--- src/rtl/pulse_shrink.sv ---
// Level-to-pulse shrinker: synchronises a held level, qualifies its
// high time, emits one pulse per assertion and re-arms after a low run.
module pulse_shrink #(
  parameter int          SYNC_STAGES = 2,
  parameter logic [5:0]  MIN_HIGH    = 6'd4,
  parameter logic [5:0]  MIN_LOW     = 6'd4
) (
  input  logic clk,
  input  logic rst_p,
  input  logic level_i,
  output logic pulse_o,
  output logic glitch_o,
  output logic busy_o
);

  typedef enum logic [2:0] {
    IDLE     = 3'd0,
    QUAL     = 3'd1,
    WAIT_LOW = 3'd2,
    RELEASE  = 3'd3
  } state_t;

  logic [SYNC_STAGES-1:0] sync_q;
  logic                   s;

  state_t     state_q;
  state_t     state_d;
  logic [5:0] cnt_q;
  logic [5:0] cnt_d;
  logic [5:0] cnt_inc;
  logic       fire;
  logic       glitch;

  assign s       = sync_q[SYNC_STAGES-1];
  assign cnt_inc = cnt_q + 6'd1;

  // Synchroniser chain for the asynchronous level input
  always_ff @(posedge clk or posedge rst_p) begin
    if (rst_p) begin
      sync_q <= '0;
    end else begin
      sync_q <= {sync_q[SYNC_STAGES-2:0], level_i};
    end
  end

  // State, run counter and registered outputs
  always_ff @(posedge clk or posedge rst_p) begin
    if (rst_p) begin
      state_q  <= IDLE;
      cnt_q    <= 6'd0;
      pulse_o  <= 1'b0;
      glitch_o <= 1'b0;
      busy_o   <= 1'b0;
    end else begin
      state_q  <= state_d;
      cnt_q    <= cnt_d;
      pulse_o  <= fire;
      glitch_o <= glitch;
      busy_o   <= (state_d != IDLE);
    end
  end

  // Next-state: qualify the high run, fire once, then wait out the low run
  always_comb begin
    state_d = state_q;
    cnt_d   = cnt_q;
    fire    = 1'b0;
    glitch  = 1'b0;
    unique case (state_q)
      IDLE: begin
        if (!s) begin
          cnt_d = 6'd0;
        end else if (MIN_HIGH == 6'd1) begin
          state_d = WAIT_LOW;
          fire    = 1'b1;
          cnt_d   = 6'd0;
        end else begin
          state_d = QUAL;
          cnt_d   = 6'd1;
        end
      end
      QUAL: begin
        if (!s) begin
          state_d = IDLE;
          glitch  = 1'b1;
          cnt_d   = 6'd0;
        end else if (cnt_inc == MIN_HIGH) begin
          state_d = WAIT_LOW;
          fire    = 1'b1;
          cnt_d   = 6'd0;
        end else begin
          cnt_d = cnt_inc;
        end
      end
      WAIT_LOW: begin
        if (s) begin
          cnt_d = 6'd0;
        end else if (MIN_LOW == 6'd1) begin
          state_d = IDLE;
          cnt_d   = 6'd0;
        end else begin
          state_d = RELEASE;
          cnt_d   = 6'd1;
        end
      end
      RELEASE: begin
        if (s) begin
          state_d = WAIT_LOW;
          cnt_d   = 6'd0;
        end else if (cnt_inc == MIN_LOW) begin
          state_d = IDLE;
          cnt_d   = 6'd0;
        end else begin
          cnt_d = cnt_inc;
        end
      end
      default: begin
        state_d = IDLE;
        cnt_d   = 6'd0;
      end
    endcase
  end

endmodule

--- config.mk ---
export PLATFORM = sky130hd
export DESIGN_NAME = pulse_shrink
export DESIGN_NICKNAME = d
export VERILOG_FILES = /design/src/rtl/pulse_shrink.sv
export SDC_FILE = /design/constraint.sdc
export NUM_CORES = 1
export LEC_CHECK = 0
export ABC_AREA = 1
export CAP_MARGIN = 20
export CORE_MARGIN = 1.5
export CORE_UTILIZATION = 40
export CTS_BUF_LIST = sky130_fd_sc_hd__clkbuf_2 sky130_fd_sc_hd__clkbuf_4 sky130_fd_sc_hd__clkbuf_8
export DETAILED_ROUTE_END_ITERATION = 8
export SYNTH_ARGS = -nofsm -noshare
export SYNTH_HDL_FRONTEND = slang
export SYNTH_SLANG_ARGS = --single-unit
--- constraint.sdc ---
create_clock -name clk -period 3.6 [get_ports clk]
set_clock_uncertainty 0.2 [all_clocks]
set_input_delay 0.54 -clock clk [delete_from_list [all_inputs] [get_ports clk]]
set_output_delay 0.54 -clock clk [all_outputs]
set_load 0.01 [all_outputs]
==> results.sh <==
export IMPL_async_reset_ff_share_pct=100
export IMPL_cts_htree_levels=1
export IMPL_cts_root_buf="clkbuf_4"
export IMPL_drc=0
export IMPL_rsz0062_at_grt="no"
export IMPL_clkTransAtPathRegs_ns=0.08
export IMPL_place_congestion=0.853
export IMPL_postCtsSetupBuffers=0
export IMPL_yosysMostFrequentCell="dfrtp_1"
export IMPL_power_density_nw_per_um2=403
export IMPL_timing_final_crit_period_ns=1.87
export IMPL_insertion_delay_ns=0.28
export IMPL_ys_top_cells_by_count="14 x dfrtp_1, 13 x nand2_1, 12 x inv_1"
export IMPL_peakVddDrop_v=0.000175
export IMPL_grt_pass1_wl_um=1760
export IMPL_die_y_um=42.7
export IMPL_hold_class="flop to flop"
export IMPL_ys_warn_count=0
export IMPL_core_area_um2=1490
export IMPL_dieArea_um2=1820
export IMPL_grt_util_all_layers_pct=13.3
export IMPL_synth_net_count=74
export IMPL_worstPathRequired_ns=2.86
export IMPL_p_leak_nw=0.361
export IMPL_fin_crit_sh_pct=51.9
export IMPL_path_depth=1
export IMPL_crit_arrival_ns=1.13
export IMPL_path_delay_family="buffers and inverters"
export IMPL_pin_count=6
export IMPL_dp_cells=91
export IMPL_antenna_found_initial=0
export IMPL_portBuffers=5
export IMPL_multi_input_area_um2=228
export IMPL_slew_headroom_pct=65.7
export IMPL_fin_cells=95
export IMPL_maxCapViolCount=0
export IMPL_crit_buf_inv=1
export IMPL_nets=84
export IMPL_slew_violations=0
export IMPL_vias_per_cell=4.66
export IMPL_synth_edf_count=0
export IMPL_dp_hpwl_um=689
export IMPL_start_kind="flop"
export IMPL_chipWidth_um=42.7
export IMPL_cp_endpoint="busy_o"
export IMPL_critPathKind="flop to primary output"
export IMPL_rows=14
export IMPL_r2r_slack_ns=2.09
export IMPL_pre_cts_slack_ns=2.03
export IMPL_drive_gt1_share_pct=17.7
export IMPL_start_util_pct=42.4
export IMPL_vias=443
export IMPL_syn2layout_area_growth_pct=16.9
export IMPL_finalWorstSetupSlack_ns=1.73
export IMPL_cts_buffers=3
export IMPL_ys_seq_elements=14
export IMPL_reg2regPathDepth=8
export IMPL_synth_cells=70
export IMPL_cp_max_fo=1
export IMPL_whs_ns=0.162
export IMPL_yosysTopAreaCellShare_pct=55.6
export IMPL_crit_chain="clkdlybuf4s50_1"
export IMPL_reg2reg_from="cnt_q[0]"
export IMPL_antenna_left=0
export IMPL_yosysTopAreaCell="dfrtp_1"
export IMPL_drt_iter0_drc=11
export IMPL_ys_types=18
export IMPL_yosysSeqAreaShare_pct=55.6
export IMPL_clock_path_buffers=2
export IMPL_ctsHoldBuffers=0
export IMPL_syn_area_um2=631
export IMPL_run_status="complete, no violations"
export IMPL_startpoint="busy_o"
export IMPL_fillers=137
export IMPL_drt_total_wl_um=936
export IMPL_crit_path_end_kind="primary output"
export IMPL_avgSynthCellArea_um2=9.01
export IMPL_cp_slowest_cell="clkdlybuf4s50_1"
export IMPL_grt_max_degree=15
export IMPL_cts_tree="yes"
export IMPL_ff_latch_area_um2=350
export IMPL_post_drt_wl_per_cell_um=9.85
export IMPL_setup_viol=0
export IMPL_firstDrtPassIters=4
export IMPL_cts_num_sinks=14
export IMPL_overflow=0
export IMPL_timing_rr_end="busy_o"
export IMPL_cts_resized=0
export IMPL_synth_area_top_cells="dfrtp_1 56%, nand2_1 7.7%, inv_1 7.1%"
export IMPL_hold_violations=0
export IMPL_finalSetupTns_ns=0
export IMPL_antennaDiodeCount=0
export IMPL_grt_pass1_vias=445
export IMPL_synth_main_ff_cell="dfrtp_1"
export IMPL_max_stage_delay_ns=0.52
export IMPL_worst_slew_pin_slew_ns=0.514
export IMPL_fmax_mhz=535
cells in the final DEF, fill, tap and decap left out:
master           synthesis  layout
conb_1                   1       1
nor2_4                   1       1
inv_2                    2       2
ha_1                     1       1
clkbuf_8                 0       1
dfrtp_1                 14      14
clkdlybuf4s50_1          0       5
inv_1                   12      12
nand3_1                  5       5
nor3_1                   2       2
clkbuf_4                 0       3
nand2_1                 13      13
a21oi_1                  1       1
nand3_2                  2       2
o21ai_0                  1       1
or2_2                    1       1
a21oi_2                  1       1
nand4_1                  2       2
xor2_1                   2       2
nor2_1                   6       6
nand2_2                  3       3
area by class of cell:
| type | count | share of cell area (%) |
|---|---|---|
| tap | 16 | 2.72 |
| clock buffer | 4 | 4.92 |
| inverter | 14 | 7.13 |
| timing repair buffer | 5 | 6.79 |
| sequential | 14 | 47.5 |
| multi-input combinational | 42 | 30.9 |
kinds of logic (layout without fill, tap and decap cells):
logic type	Yosys count	count (layout)	synth area share, %
AOI/OAI and AO/OA	3	3	2.97
buffers and inverters	14	23	8.33
xor gates and xnor gates	2	2	2.78
and+or+nand+nor	35	35	27.8
other	1	1	0.595
adders and majority gates	1	1	1.98
DFF	14	14	55.6
worst min path at each step:
stage               startpoint   endpoint  cells after the start  slack, ns
global placement     sync_q[0]  sync_q[1]                      0       0.14
global route         sync_q[0]  sync_q[1]                      0       0.17
floorplan            sync_q[0]  sync_q[1]                      0       0.13
detailed placement   sync_q[0]  sync_q[1]                      0       0.15
finish               sync_q[0]  sync_q[1]                      0       0.16
CTS                  sync_q[0]  sync_q[1]                      0       0.17
flip-flops by register name, summed over array words and instances, names as in the netlist:
register	cells
busy_o	1
cnt_q	6
glitch_o	1
pulse_o	1
state_q	3
sync_q	2
through the flow:
step | power [mW] | utilization [%] | area, µm²
finish | 0.297 | 49.5 | 737
global route | 0.311 | 49.5 | 737
CTS | 0.300 | 49.5 | 737
detailed placement | 0.187 | 47.1 | 701
global placement | 0.187 | 47.1 | 701
floorplan | 0.179 | - | 631
report_power, final:
part,switching (mW),total [mW],internal (mW)
registers,0.00300,0.165,0.162
clock network,0.0521,0.114,0.0616
logic,0.0109,0.0185,0.00760
routing by layer:
layer / wire length (µm) / up-vias / track usage, %
li1: - / 231 / -
met1: 411 / 198 / 16.9
met2: 462 / 9 / 20.0
met3: 35 / 5 / 2.55
met4: 26 / 0 / 9.38
met5: 0 / - / 0
Note: power is estimated with default switching activity, not from simulation.
